<file path="config.mk">
export PLATFORM = sky130hd
export DESIGN_NAME = ex_arb_mux
export DESIGN_NICKNAME = d
export VERILOG_FILES = /design/src/rtl/ex_mux_pkg.sv /design/src/rtl/ex_rr_arbiter.sv /design/src/rtl/ex_arb_mux.sv
export SDC_FILE = /design/constraint.sdc
export NUM_CORES = 1
export LEC_CHECK = 0
export ABC_CLOCK_PERIOD_IN_PS = 2700
export CORE_MARGIN = 8
export CORE_UTILIZATION = 36
export DETAILED_ROUTE_END_ITERATION = 10
export PLACE_DENSITY_LB_ADDON = 0.25
export REMOVE_ABC_BUFFERS = 1
export SYNTH_ARGS = -nofsm -noshare
export SYNTH_HDL_FRONTEND = slang
export SYNTH_SLANG_ARGS = --single-unit
</file>
<file path="constraint.sdc">
create_clock -name clk -period 2.7 [get_ports clk]
set_input_delay 0.27 -clock clk [delete_from_list [all_inputs] [get_ports clk]]
set_output_delay 0.27 -clock clk [all_outputs]
set_load 0.02 [all_outputs]
</file>
<file path="src/rtl/ex_mux_pkg.sv">
// Shared types and constants for the ex_arb_mux channel multiplexer.
package ex_mux_pkg;

    typedef enum logic {
        MUX_SEL = 1'b0,
        MUX_RR  = 1'b1
    } mux_mode_e;

    localparam int unsigned DATA_SIZE    = 32;
    localparam int unsigned N_IN_DEFAULT = 4;
    localparam int unsigned N_IN_MIN     = 2;
    localparam int unsigned N_IN_MAX     = 16;

endpackage

</file>
<file path="src/rtl/ex_rr_arbiter.sv">
// Round-robin grant search: first requester at or after ptr, wrapping modulo N_IN.
module ex_rr_arbiter
    import ex_mux_pkg::*;
#(
    parameter int unsigned N_IN = N_IN_DEFAULT,
    localparam int unsigned SEL_W = $clog2(N_IN)
)(
    input  logic [N_IN-1:0]  req,
    input  logic [SEL_W-1:0] ptr,
    output logic [SEL_W-1:0] grant,
    output logic             grant_valid
);

    logic [SEL_W:0] w_idx;

    // One spare bit keeps ptr + k from overflowing before the modulo fold.
    always_comb begin
        grant       = '0;
        grant_valid = 1'b0;
        w_idx       = '0;
        for (int unsigned k = 0; k < N_IN; k++) begin
            w_idx = {1'b0, ptr} + (SEL_W+1)'(k);
            if (w_idx >= (SEL_W+1)'(N_IN)) begin
                w_idx = w_idx - (SEL_W+1)'(N_IN);
            end
            if (!grant_valid && req[w_idx[SEL_W-1:0]]) begin
                grant       = w_idx[SEL_W-1:0];
                grant_valid = 1'b1;
            end
        end
    end

endmodule

</file>
<file path="src/rtl/ex_arb_mux.sv">
// N_IN-to-1 valid/ready multiplexer with a one-entry output register;
// the channel is steered by a select port or chosen round-robin.
module ex_arb_mux
    import ex_mux_pkg::*;
#(
    parameter int unsigned DATA_W = DATA_SIZE,
    parameter int unsigned N_IN   = N_IN_DEFAULT,
    parameter mux_mode_e   MODE   = MUX_SEL,
    localparam int unsigned SEL_W = $clog2(N_IN)
)(
    input  logic                        clk,
    input  logic                        rst,
    input  logic [N_IN-1:0][DATA_W-1:0] in_data,
    input  logic [N_IN-1:0]             in_valid,
    output logic [N_IN-1:0]             in_ready,
    input  logic [SEL_W-1:0]            select,
    output logic [DATA_W-1:0]           out_data,
    output logic                        out_valid,
    input  logic                        out_ready,
    output logic [SEL_W-1:0]            out_src,
    output logic                        sel_err
);

    logic              r_out_valid;
    logic [DATA_W-1:0] r_out_data;
    logic [SEL_W-1:0]  r_out_src;

    logic              w_load_ok;
    logic [SEL_W-1:0]  w_grant;
    logic              w_grant_valid;
    logic [N_IN-1:0]   w_in_ready;
    logic              w_accept;
    logic              w_sel_err;

    assign w_load_ok = !r_out_valid || out_ready;

    if (MODE == MUX_RR) begin : g_rr
        logic [SEL_W-1:0] r_ptr;
        logic             w_unused_sel;

        assign w_unused_sel = ^select;
        assign w_sel_err    = 1'b0;

        ex_rr_arbiter #(
            .N_IN (N_IN)
        ) u_arb (
            .req         (in_valid),
            .ptr         (r_ptr),
            .grant       (w_grant),
            .grant_valid (w_grant_valid)
        );

        // Pointer moves just past the accepted channel; explicit wrap for non-power-of-two N_IN.
        always_ff @(posedge clk) begin
            if (rst) begin
                r_ptr <= '0;
            end else if (w_accept) begin
                r_ptr <= (w_grant == SEL_W'(N_IN - 1)) ? '0 : w_grant + SEL_W'(1);
            end
        end
    end else begin : g_sel
        assign w_grant       = select;
        assign w_grant_valid = ({1'b0, select} < (SEL_W+1)'(N_IN));
        assign w_sel_err     = !rst && w_load_ok && !w_grant_valid;
    end

    // Only the granted channel can see ready, and only when the register can take a beat.
    always_comb begin
        w_in_ready = '0;
        for (int unsigned i = 0; i < N_IN; i++) begin
            if (!rst && w_load_ok && w_grant_valid && (w_grant == SEL_W'(i))) begin
                w_in_ready[i] = 1'b1;
            end
        end
    end

    assign w_accept = |(in_valid & w_in_ready);

    always_ff @(posedge clk) begin
        if (rst) begin
            r_out_valid <= 1'b0;
            r_out_data  <= '0;
            r_out_src   <= '0;
        end else if (w_accept) begin
            r_out_valid <= 1'b1;
            r_out_data  <= in_data[w_grant];
            r_out_src   <= w_grant;
        end else if (out_ready) begin
            r_out_valid <= 1'b0;
        end
    end

    assign in_ready  = w_in_ready;
    assign out_valid = r_out_valid;
    assign out_data  = r_out_data;
    assign out_src   = r_out_src;
    assign sel_err   = w_sel_err;

endmodule

</file>
# --- Word level (Yosys, flattened, before mapping) ---
# Index checks and enable logic that the tools add are counted.
totals:
  register_bits: 35
  input_bits: 137
  output_inout_bits: 40
  word_cells: 27
classes:
  magnitude_cmp: 1
  eq_ne: 3
  mux: 8
  n_bitwise: 1
  reduce_logical: 11
ops:
  columns: ["op", "count"]
  rows:
  - ["$bmux W32 S2", 1]
  - ["$mux W32", 1]
  - ["$mux W1", 6]
  - ["$logic_and A1 B1 Y1", 5]
  - ["$and A4 B4 Y4", 1]
  - ["$eq A2 B2 Y1 const B", 2]
  - ["$reduce_or A4 Y1", 1]
  - ["$lt A2 B3 Y1 const B", 1]
  - ["$eq A2 B1 Y1 const B", 1]
  - ["$logic_not A1 Y1", 2]
  - ["$logic_not A2 Y1", 1]
  - ["$reduce_bool A2 Y1", 1]
  - ["$logic_or A1 B1 Y1", 1]

# --- Logic depth before layout (Yosys ltp) ---
logic_depth:
  depth_word: 8
  depth_mapped: 6
  ltp_nobuf: 4

# --- Least setup slack after synthesis ---
# No wires, ideal clock.
synth_path:
  kind: "input to output"
  start: "input select[1]"
  end: "output in_ready[3]"
  arrival_time_ns: 1.531
  required_time_ns: 2.430
  setup_slack_ns: 0.899
  stages: 4
  n_path_buf: 2
  path_cell_list: "buf_2 -> buf_2 -> inv_1 -> nor4b_1"
synth_via:
  elab_chain_cells: 3
synth_lines:
  columns: ["element", "line_no", "rtl"]
  rows:
  - ["from (decl)", "ex_arb_mux.sv:16", "input logic [SEL_W-1:0] select,"]
  - ["$eq A2 B2 Y1", "ex_arb_mux.sv:71", "if (!rst && w_load_ok && w_grant_valid && (w_grant == SEL_W'(i))) begin"]
  - ["$logic_and A1 B1 Y1", "ex_arb_mux.sv:71", null]
  - ["$mux W1", "ex_arb_mux.sv:71", null]
  - ["to (decl)", "ex_arb_mux.sv:15", "output logic [N_IN-1:0] in_ready,"]
# No other way between the ends.

# --- Worst setup path after layout ---
# Same ends and word-level chain as after synthesis.

==> results.cfg <==
[status]
status = finished clean

[synthesis]
yosys.area.top_type = mux4_2
yosys_warnings = 0
ys_types = 24
synthTopCellsByArea = mux4_2 33%, dfxtp_1 32%, a21oi_1 8.0%, nand3_1 7.8%, o21ai_0 6.6%
synth-seq-cells = 35
yosysTopAreaCellShare_pct = 33.01
synth_area_per_cell_um2 = 10.30
syn-cell-area_mm2 = 0.002183
syn_inst = 212
yosysSeqAreaShare_pct = 32.09

[grt]
grt_max_degree = 36
first_global_vias = 2707
grt_pass1_wl_mm = 13.49
grt.total_usage_pct = 19.27
antenna_found_initial = 1
grt-ovfl-total = 0

[cts]
cts-root-buf = clkbuf_8
post_cts_buffers = 0
clockBufferDepth = 2
cts-hold-fix-buffers = 0
htreeDepth = 2
clock_sinks = 35
clk_latency_ns = 0.28
clk_pin_slew_ns = 0.07
numCtsBuffers = 5
postCtsResizedCells = 0
cts_tree = done

[job]
maxCapViolations = 0

[timing]
fin_setup_tns_ns = 0
worstMarginPinSlew_ns = 1.128
finClkSkew_ns = 0.004086
hold_viol_final = 0
setup_viol = 0
period_needed_ns = 2.145
relSlewSlack_pct = 24.83
fmax_mhz = 466.1
fin_crit_sh_pct = 79.45
timing.hold.ws_ns = 0.4608
rsz0062_at_grt = false
slew_viol_final = 0

[critical_path]
slowest_stage = clkdlybuf4s50_1
rr_startpoint = out_valid
r2r_end = out_data[4]
regToRegSetupSlack_ns = 0.74
worstPathMaxFanout = 22
crit_arrival_ns = 1.88
cpPeakStageDelay_ns = 0.68
cp-endpoint = in_ready[3]
cp-end-kind = output port
critPathRequiredTime_ns = 2.43
critical_path.startpoint = select[1]
crit_chain = buf_2 -> inv_1 -> nor4b_1 -> clkdlybuf4s50_1
crit_type = primary input to output port
start_kind = primary input
reg2reg_depth = 4

[routing]
drc = 0
wirelength_mm = 8.584
post_drt_wl_per_cell_um = 19.12
drtIter0Drc = 65
dr.pass1.iters = 4
antenna_left = 0
vias_per_cell = 5.339
vias = 2397

[place]
dp_hpwl_mm = 6.800
placed_cells = 441
io_buffers = 175
gp_congestion = 0.7754
post_dp_cell_area_mm2 = 0.003925

[finish]
antenna_cells = 0
finalInstanceArea_mm2 = 0.004038
drive_gt1_share_pct = 13.37
fin_nets = 510
areaGrowthSynthToFinish_pct = 84.93
instances_no_fill = 449

[floorplanning]
io_pins = 177
initial_core_util_pct = 37.10
die_w_um = 93.88
rows = 28
dieHeight_um = 93.88
core_mm2 = 0.005886
die_area_mm2 = 0.008813

[pwr]
vdd.ir_drop.worst_uv = 199.1
p_leak_nw = 1.394
power_density_mw_per_mm2 = 407.2

[worst_hold_path]
holdCritPathClass = register to register
==> worst max-delay path, delay by kind of cell <==
kind | cells | cell delay, ns
and+or+nand+nor | 1 | 0.36
buffers and inverters | 3 | 1.24
==> registers in the layout (all words and copies together) (netlist names) <==
name	flops
out_data	32
out_src	2
out_valid	1
==> synth_stat cells <==
library cell  instances
nor4_1                2
nor4b_1               2
nand2_1               1
conb_1                1
clkbuf_2              1
o21ai_1               5
mux2i_1               1
nor3_2                1
dfxtp_1              35
nand2b_1              1
inv_1                 1
and3_1                1
clkbuf_1              8
nand3_1              34
buf_6                 2
nor2b_1               1
nor2_1                1
or3_1                 1
a21oi_1              35
o21ai_0              29
mux2_2                1
mux4_2               32
buf_2                13
buf_4                 3
==> report_power, final <==
group | switching, W | internal, W | leakage [nW]
Combinational | 0.000234 | 0.000362 | 1.05
Clock | 0.000191 | 0.000275 | 0.0581
Sequential | 0.0000208 | 0.000561 | 0.288
==> placed cells by master, fill, tap and decap left out <==
| cell type | netlist | layout |
|---|---|---|
| bufinv_16 | 0 | 1 |
| nor2b_1 | 1 | 1 |
| clkinv_2 | 0 | 1 |
| dfxtp_1 | 35 | 35 |
| nor3_4 | 0 | 1 |
| nor4b_1 | 2 | 2 |
| or3_1 | 1 | 1 |
| clkdlybuf4s50_1 | 0 | 173 |
| buf_4 | 3 | 6 |
| mux2_2 | 1 | 1 |
| clkinv_4 | 0 | 1 |
| nor2_1 | 1 | 1 |
| nand3_1 | 34 | 34 |
| o21ai_1 | 5 | 5 |
| inv_1 | 1 | 1 |
| nand2_1 | 1 | 1 |
| o21ai_0 | 29 | 29 |
| clkbuf_8 | 0 | 5 |
| conb_1 | 1 | 1 |
| nand2b_1 | 1 | 1 |
| and3_1 | 1 | 1 |
| mux4_2 | 32 | 32 |
| buf_2 | 13 | 2 |
| a21oi_1 | 35 | 35 |
| nor4_1 | 2 | 2 |
| mux2i_1 | 1 | 1 |
==> stage by stage <==
stage,worst slack [ns],util [%],total power [W]
final,0.5548,68.60,0.001644
after global routing,0.4239,68.60,0.001726
after CTS,0.5446,68.60,0.001663
after detailed placement,0.4429,66.69,0.001193
after global placement,0.5554,66.69,0.001179
after floorplan,0.8973,-,0.0008232
==> kinds of logic after synthesis <==
family	synth area share [%]
flip-flops	32.09
buffers and inverters	6.819
AND/OR/NAND/NOR	11.12
multiplexers	33.98
other	0.1718
AO/OA/AOI/OAI	15.82
==> routing by layer <==
| metal | up-vias | share of wire (%) | track usage [%] |
|---|---|---|---|
| met4 | 2 | 1.3 | 5.284 |
| met1 | 1126 | 38 | 20.20 |
| met2 | 113 | 51 | 35.01 |
| met5 | - | 0.12 | 0 |
| met3 | 13 | 10 | 7.194 |
| li1 | 1143 | - | - |
==> final cells by class <==
| type | count | area, um2 |
|---|---|---|
| clock buffers | 5 | 68.82 |
| well taps | 75 | 93.84 |
| multi-input cells | 149 | 1340 |
| clock inverters | 3 | 43.79 |
| inverters | 1 | 3.754 |
| fillers | 475 | 1848 |
| flip-flops and latches | 35 | 700.7 |
| repair buffers | 181 | 1787 |
==> worst min path at each step <==
stage | from | endpoint | slack (ns) | cells after the start
floorplan | rst | out_data[0] | 0.34 | 1
global placement | out_data[13] | out_data[13] | 0.45 | 2
detailed placement | out_data[6] | out_data[6] | 0.45 | 2
CTS | out_data[17] | out_data[17] | 0.47 | 2
global route | out_data[15] | out_data[15] | 0.48 | 2
finish | out_data[17] | out_data[17] | 0.46 | 2
(Power assumes the default switching activity.)
